===== config.mk =====
export PLATFORM = sky130hd
export DESIGN_NAME = alu_mc
export DESIGN_NICKNAME = d
export VERILOG_FILES = /design/src/rtl/alu_mc.sv
export SDC_FILE = /design/constraint.sdc
export NUM_CORES = 2
export LEC_CHECK = 0
export ABC_CLOCK_PERIOD_IN_PS = 15900
export CAP_MARGIN = 20
export CORE_UTILIZATION = 35
export DETAILED_ROUTE_END_ITERATION = 7
export GPL_TIMING_DRIVEN = 0
export PLACE_DENSITY = 0.56
export SLEW_MARGIN = 30
export SYNTH_ARGS = -nofsm -noshare
export SYNTH_HDL_FRONTEND = slang
export SYNTH_SLANG_ARGS = --single-unit

===== constraint.sdc =====
create_clock -name clk -period 15.9 [get_ports clk]
set_clock_uncertainty 0.05 [all_clocks]
set_input_delay 1.59 -clock clk [delete_from_list [all_inputs] [get_ports clk]]
set_output_delay 1.59 -clock clk [all_outputs]
set_load 0.02 [all_outputs]

===== src/rtl/alu_mc.sv =====
// Registered multi-cycle ALU: 16 single-cycle base ops plus iterative
// unsigned/signed multiply and restoring unsigned divide, with ZNCV flags.
module alu_mc #(
  parameter int WIDTH = 32,
  parameter int SHW   = $clog2(WIDTH)
) (
  input  logic             clk,
  input  logic             reset,
  input  logic             in_valid,
  output logic             in_ready,
  input  logic [4:0]       opcode,
  input  logic [WIDTH-1:0] a,
  input  logic [WIDTH-1:0] b,
  input  logic             cin,
  output logic             out_valid,
  output logic [WIDTH-1:0] y,
  output logic [WIDTH-1:0] y_hi,
  output logic [3:0]       flags,
  output logic             div_zero
);

  localparam int CW = $clog2(WIDTH) + 1;
  localparam logic [CW-1:0] CNT_LAST = CW'(WIDTH);

  localparam logic [4:0] OP_ADD   = 5'h00, OP_ADDX = 5'h01, OP_SUB  = 5'h02, OP_SUBX = 5'h03;
  localparam logic [4:0] OP_AND   = 5'h04, OP_OR   = 5'h05, OP_XOR  = 5'h06, OP_XNOR = 5'h07;
  localparam logic [4:0] OP_ANDN  = 5'h08, OP_ORN  = 5'h09, OP_SLL  = 5'h0A, OP_SRL  = 5'h0B;
  localparam logic [4:0] OP_SRA   = 5'h0C, OP_PASSA = 5'h0D, OP_PASSB = 5'h0E, OP_NOTB = 5'h0F;
  localparam logic [4:0] OP_UMUL  = 5'h10, OP_SMUL = 5'h11, OP_UDIV = 5'h12;

  typedef enum logic [1:0] {IDLE, MUL, DIV, DONE} state_t;

  state_t            state_reg, state_next;
  logic [CW-1:0]     cnt_reg;
  logic [WIDTH-1:0]  opa_reg, opb_reg, hi_reg, lo_reg;
  logic              smul_reg, dz_reg;

  logic              accept, is_mul, is_div;
  logic [WIDTH-1:0]  base_y;
  logic              base_c, base_v;
  logic [WIDTH:0]    sum_ext;
  logic [WIDTH:0]    mul_sum, div_shift, div_trial;
  logic [WIDTH-1:0]  mul_hi_fix, div_y, div_hi;

  assign in_ready = (state_reg == IDLE) || (state_reg == DONE);
  assign accept   = in_valid && in_ready;
  assign is_mul   = (opcode == OP_UMUL) || (opcode == OP_SMUL);
  assign is_div   = (opcode == OP_UDIV);

  always_ff @(posedge clk or posedge reset) begin
    if (reset) state_reg <= IDLE;
    else       state_reg <= state_next;
  end

  always_comb begin
    state_next = state_reg;
    case (state_reg)
      IDLE, DONE: begin
        state_next = IDLE;
        if (accept && is_mul)      state_next = MUL;
        else if (accept && is_div) state_next = DIV;
      end
      MUL, DIV: if (cnt_reg == CNT_LAST) state_next = DONE;
      default:  state_next = IDLE;
    endcase
  end

  // Single-cycle base operations, evaluated straight from the input operands.
  always_comb begin
    base_y  = a;
    base_c  = 1'b0;
    base_v  = 1'b0;
    sum_ext = '0;
    case (opcode)
      OP_ADD, OP_ADDX: begin
        sum_ext = {1'b0, a} + {1'b0, b} + {{WIDTH{1'b0}}, cin & (opcode == OP_ADDX)};
        base_y  = sum_ext[WIDTH-1:0];
        base_c  = sum_ext[WIDTH];
        base_v  = (a[WIDTH-1] == b[WIDTH-1]) && (base_y[WIDTH-1] != a[WIDTH-1]);
      end
      OP_SUB, OP_SUBX: begin
        // Top bit of the (WIDTH+1)-bit difference is the borrow.
        sum_ext = {1'b0, a} - {1'b0, b} - {{WIDTH{1'b0}}, cin & (opcode == OP_SUBX)};
        base_y  = sum_ext[WIDTH-1:0];
        base_c  = sum_ext[WIDTH];
        base_v  = (a[WIDTH-1] != b[WIDTH-1]) && (base_y[WIDTH-1] != a[WIDTH-1]);
      end
      OP_AND:   base_y = a & b;
      OP_OR:    base_y = a | b;
      OP_XOR:   base_y = a ^ b;
      OP_XNOR:  base_y = ~(a ^ b);
      OP_ANDN:  base_y = a & ~b;
      OP_ORN:   base_y = a | ~b;
      OP_SLL:   base_y = a << b[SHW-1:0];
      OP_SRL:   base_y = a >> b[SHW-1:0];
      OP_SRA:   base_y = $signed(a) >>> b[SHW-1:0];
      OP_PASSA: base_y = a;
      OP_PASSB: base_y = b;
      OP_NOTB:  base_y = ~b;
      default:  base_y = a;
    endcase
  end

  // Iteration datapath: shift-add multiply and restoring divide share hi/lo.
  always_comb begin
    mul_sum    = {1'b0, hi_reg} + (lo_reg[0] ? {1'b0, opa_reg} : '0);
    div_shift  = {hi_reg, lo_reg[WIDTH-1]};
    div_trial  = div_shift - {1'b0, opb_reg};
    // Signed high word = unsigned high word minus the cross terms of negative operands.
    mul_hi_fix = hi_reg - ((smul_reg && opa_reg[WIDTH-1]) ? opb_reg : '0)
                        - ((smul_reg && opb_reg[WIDTH-1]) ? opa_reg : '0);
    div_y      = dz_reg ? '1 : lo_reg;
    div_hi     = dz_reg ? opa_reg : hi_reg;
  end

  always_ff @(posedge clk or posedge reset) begin
    if (reset) begin
      cnt_reg   <= '0;
      opa_reg   <= '0;
      opb_reg   <= '0;
      hi_reg    <= '0;
      lo_reg    <= '0;
      smul_reg  <= 1'b0;
      dz_reg    <= 1'b0;
      out_valid <= 1'b0;
      y         <= '0;
      y_hi      <= '0;
      flags     <= '0;
      div_zero  <= 1'b0;
    end else begin
      out_valid <= 1'b0;
      case (state_reg)
        IDLE, DONE: begin
          if (accept) begin
            cnt_reg  <= '0;
            opa_reg  <= a;
            opb_reg  <= b;
            hi_reg   <= '0;
            lo_reg   <= is_mul ? b : a;
            smul_reg <= (opcode == OP_SMUL);
            dz_reg   <= (b == '0);
            if (!is_mul && !is_div) begin
              y         <= base_y;
              y_hi      <= '0;
              flags     <= {base_y == '0, base_y[WIDTH-1], base_c, base_v};
              div_zero  <= 1'b0;
              out_valid <= 1'b1;
            end
          end
        end
        MUL: begin
          if (cnt_reg == CNT_LAST) begin
            y         <= lo_reg;
            y_hi      <= mul_hi_fix;
            flags     <= {lo_reg == '0, lo_reg[WIDTH-1], 2'b00};
            div_zero  <= 1'b0;
            out_valid <= 1'b1;
          end else begin
            hi_reg  <= mul_sum[WIDTH:1];
            lo_reg  <= {mul_sum[0], lo_reg[WIDTH-1:1]};
            cnt_reg <= cnt_reg + CW'(1);
          end
        end
        DIV: begin
          if (cnt_reg == CNT_LAST) begin
            y         <= div_y;
            y_hi      <= div_hi;
            flags     <= {div_y == '0, div_y[WIDTH-1], 2'b00};
            div_zero  <= dz_reg;
            out_valid <= 1'b1;
          end else begin
            if (!div_trial[WIDTH]) begin
              hi_reg <= div_trial[WIDTH-1:0];
              lo_reg <= {lo_reg[WIDTH-2:0], 1'b1};
            end else begin
              hi_reg <= div_shift[WIDTH-1:0];
              lo_reg <= {lo_reg[WIDTH-2:0], 1'b0};
            end
            cnt_reg <= cnt_reg + CW'(1);
          end
        end
        default: ;
      endcase
    end
  end

endmodule


Word-level counts from Yosys, hierarchy flattened
Cells that the tools add are included.
{"block": "op_classes", "add_sub_neg": 9, "mux": 50, "n_bitwise": 9, "n_eq_ne": 33, "reduce_logical": 26, "n_shift": 3}
{"op": "$mux W32", "n": 21}
{"op": "$pmux W32 S13", "n": 1}
{"op": "$pmux W32 S3", "n": 4}
{"op": "$logic_not A32 Y1", "n": 4}
{"op": "$add A32 B32 Y33", "n": 2}
{"op": "$and A32 B32 Y32", "n": 2}
{"op": "$not A32 Y32", "n": 2}
{"op": "$or A32 B32 Y32", "n": 2}
{"op": "$sub A32 B32 Y32", "n": 2}
{"op": "$eq A5 B4 Y1 const B", "n": 7}
{"op": "$add A33 B1 Y33", "n": 1}
{"op": "$sub A32 B32 Y33", "n": 1}
{"op": "$sub A33 B1 Y33", "n": 1}
{"op": "$sub A33 B32 Y33", "n": 1}
{"op": "$shl A32 B5 Y32", "n": 1}
{"op": "$shr A32 B5 Y32", "n": 1}
{"op": "$sshr A32 B5 Y32", "n": 1}
{"op": "$xor A32 B32 Y32", "n": 1}
{"op": "$eq A5 B3 Y1 const B", "n": 4}
{"op": "$mux W4", "n": 4}
{"op": "$eq A5 B5 Y1 const B", "n": 3}
{"op": "$ne A2 B2 Y1 const B", "n": 7}
{"op": "$mux W6", "n": 2}
{"op": "$pmux W4 S3", "n": 1}
{"op": "other kinds (25)", "n": 54}
{"block": "totals", "regBits": 208, "input_bits": 73, "out_inout_bits": 71}

Depth between registers and ports, before layout
{"block": "logic_depth", "ltp_word": 9, "mapped_depth": 23}

Worst setup path before layout
Ideal clock, no wire load.
{"block": "synth_timing", "path_kind": "input -> register", "start": "input opcode[2]", "end": "register y[30]", "t_required_ps": 15732, "path_stages": 23, "arrival_ps": 6110, "setup_slack_ps": 9622, "cell_sequence": "buf_4 > buf_2 > buf_2 > buf_1 > nor4b_1 > nand2_1 > fa_1 > inv_1 > ha_1 > nor2_1 > fa_1 > a21bo_2 > a22oi_1 > a21oi_1 > a31oi_1 > and3_1 > o41ai_1 > o21ai_1 > xnor2_1 > nor2_1 > o32ai_1 > a221oi_1 > a21o_1"}
{"block": "synth_between", "elab_chain_cells": 7}
{"item": "start, declared", "line_no": "11", "source": "input logic [4:0] opcode,"}
{"item": "$eq A5 B2 Y1 or $eq A5 B1 Y1 (tied branches)", "line_no": "74, 83, 76"}
{"item": "$and A1 B1 Y1, on equally long branches", "line_no": "83, 76"}
{"item": "$sub A33 B1 Y33 or $add A33 B1 Y33 (tied branches)", "line_no": "83, 76"}
{"item": "$pmux W32 S13", "line_no": "74", "source": "case (opcode)"}
{"item": "$mux W32", "line_no": "142", "source": "if (!is_mul && !is_div) begin"}
{"item": "$mux W32", "line_no": "134", "source": "if (accept) begin"}
{"item": "$pmux W32 S3", "line_no": "132", "source": "case (state_reg)"}
{"item": "end signal, assigned", "line_no": "143", "source": "y <= base_y;"}
{"item": "end signal, assigned", "line_no": "153", "source": "y <= lo_reg;"}
{"item": "end signal, assigned", "line_no": "166", "source": "y <= div_y;"}
{"item": "end, declared", "line_no": "16", "source": "output logic [WIDTH-1:0] y,"}
Several ways; a longest one is shown, not always the timed one. The select of a mux whose other input is x is not followed.
A chain may end at the register's enable or synchronous reset.

Final worst setup path
Same ends and word-level chain as after synthesis.

==> results.txt <==
Top FF cell, synth = dfrtp_1
Die Area = 77400 sq um
Worst-path clk slew = 0.07 ns
Crit Path Class = in -> reg
Finished Cell Area = 30300 sq um
Ys async rst share = 100%
Overall Global Routing Usage = 38.3%
CTS Buf Count = 24
RePlAce Congestion = 1.08
Synthesized flop and latch total = 207
Critical path's slowest cell = nor4b_1
CTS resizes = 0
Smallest hold slack = 0.427 ns
Longest Clk Path Bufs = 3
Area grow syn2layout = 13.4%
YS warnings = 0
Leakage = 12.4 nW
Req. time, crit path = 16.32 ns
# Max-Cap Violations = 0
Vias in the first global route = 28900
Period utilization = 52.0%
Syn Area/Cell = 7.77 sq um
Ports = 144
RSZ-0062 raised after global routing = no
Sink Count = 207
Post-synth EDFFs = 0
Core area = 74900 sq um
Power density over the cells = 72.2 nW/um^2
Drt wl/cell = 32.8 um
CTS tree = yes
Via/cell ratio = 6.53
Worst Setup End Kind = register
Antenna violations before repair = 8
Setup Buffers After CTS = 0
Chip Height = 278 um
Fin nets = 3916
Synth Net Count = 3745
Sequential area share after synthesis = 19.4%
Slew @ Worst Pin = 1.14 ns
ANT nets after route = 0
Post-DP Area = 29500 sq um
DRT Pass-1 Iters = 6
Clk root buf = clkbuf_16
Most common cell on crit path = buf_2
Die span in x = 278 um
DRC Markers = 0
Synth Instances = 3440
Hold Fails Final Rpt = 0
Post-synth top area cell = dfrtp_1
Drt initial violations = 3696
Post-layout util = 40.4%
Dpl ws = 7.23 ns
Num rows = 100
Min setup slack post-route = 7.63 ns
CTS HTree Levels = 1
Final wirelength = 151000 um
Layout cells sized above 1 = 7.83%
Slew headroom = 23.9%
Most numerous cell in the Yosys netlist = nand2_1
Cell Count, Final, Fillers Out = 4598
Overall power = 2.19 mW
Max VDD drop = 0.0704 mV
DP Cell Count = 4554
Post-CTS Hold Buffers = 0
Critical Path Max Stage Delay = 0.61 ns
Post-synthesis cell area = 26700 sq um
First-pass GRT wire length = 215000 um
Max Clk Rate = 121 MHz
Main area contributors after synthesis = dfrtp_1, ha_1, nand2_1
Crit path time final = 8.27 ns
Commonest cells in the netlist = nand2_1, a21oi_1, nor2_1
Hpwl dp = 121000 um
Worst-Skew Late Latency = 0.57 ns
GRT overflow = 0
Max Slew Vio Count = 0
Initial Utilization = 35.6%
Post-synth top area share = 19.4%
Fill cells = 7884
Pin count of the biggest net entering global routing = 85
Status = completed
Via count = 30000
Port Buffers = 140
CP Data Arrival Time = 8.69 ns
Worst min path class = reg -> reg
Setup Viol. Count Final = 0
Crit start category = input pin
Distinct cells, synth = 97
Crit Path Max Fanout = 10
Setup TNS = 0 ns
==> metal layers <==
| layer | wire length (um) | vias to the layer above | global-route usage, % |
|---|---|---|---|
| met5 | 21 | - | 0 |
| met1 | 57900 | 14500 | 47.4 |
| met4 | 11900 | 4 | 25.5 |
| met2 | 66700 | 1926 | 60.4 |
| met3 | 14400 | 504 | 7.51 |
| li1 | - | 13100 | - |
==> path summary, 6_finish.rpt <==
path,start,end,slack (ns),cells past startpoint
setup / recovery,opcode[2],y[30],7.63,25
hold / removal,y_hi[11],y_hi[11],0.43,2
setup reg to reg,opb_reg[31],y_hi[27],9.64,17
hold reg to reg,y_hi[11],y_hi[11],0.43,2
max in group asynchronous,reset,hi_reg[31],13.22,4
min in group asynchronous,reset,y_hi[6],1.41,2
==> critical path, delay by kind of cell <==
kind	cells	cell delay, ns
adder cells (fa/ha/maj)	3	1.05
AND/OR/NAND/NOR	5	1.21
buffers and inverters	7	1.92
AO/OA/AOI/OAI	9	2.76
XOR/XNOR	1	0.15
==> cell type report <==
class / count / area (sq um) / area share [%]
Antenna cell: 1 / 2.50 / 0.00826
Buffer: 252 / 1120 / 3.70
Clock buffer: 28 / 646 / 2.13
Clock inverter: 15 / 190 / 0.628
Inverter: 176 / 668 / 2.20
Multi-Input combinational cell: 2805 / 19800 / 65.4
Sequential cell: 207 / 5180 / 17.1
Tap cell: 969 / 1210 / 4.00
Timing Repair Buffer: 145 / 1480 / 4.87
==> cell usage in the layout (no fill, tap or decap), types with 37 or more instances in the layout <==
cell	instances
nand2_1	411
a21oi_1	306
nor2_1	280
o21ai_0	214
dfrtp_1	207
ha_1	195
clkbuf_1	165
inv_1	164
clkdlybuf4s50_1	140
xnor2_1	84
mux2i_1	77
a22oi_1	73
a21o_1	68
a211oi_1	64
nand3_1	62
mux2_2	61
o21ai_1	57
mux4_2	57
o221ai_1	57
nor3_1	55
xor2_1	55
and2_1	47
buf_2	40
a31oi_1	38
fa_1	37
==> report_power, final <==
part / internal, mW / switching, mW / total, mW
Clock: 0.344 / 0.264 / 0.608
Sequential: 0.572 / 0.0704 / 0.642
Combinational: 0.320 / 0.620 / 0.939
Total: 1.24 / 0.954 / 2.19
==> kinds of logic (layout without fill, tap and decap cells) <==
logic type / after synthesis / after routing / share of synthesized area (%)
AO/OA/AOI/OAI: 1177 / 1177 / 28.9
XOR/XNOR: 139 / 139 / 4.56
adder cells (fa/ha/maj): 232 / 232 / 11.9
buffers and inverters: 428 / 616 / 6.64
flip-flops: 207 / 207 / 19.4
multiplexers: 199 / 199 / 10.4
other: 0 / 1 / 0
AND/OR/NAND/NOR: 1058 / 1058 / 18.2
Power figures use the tool's default switching activity.
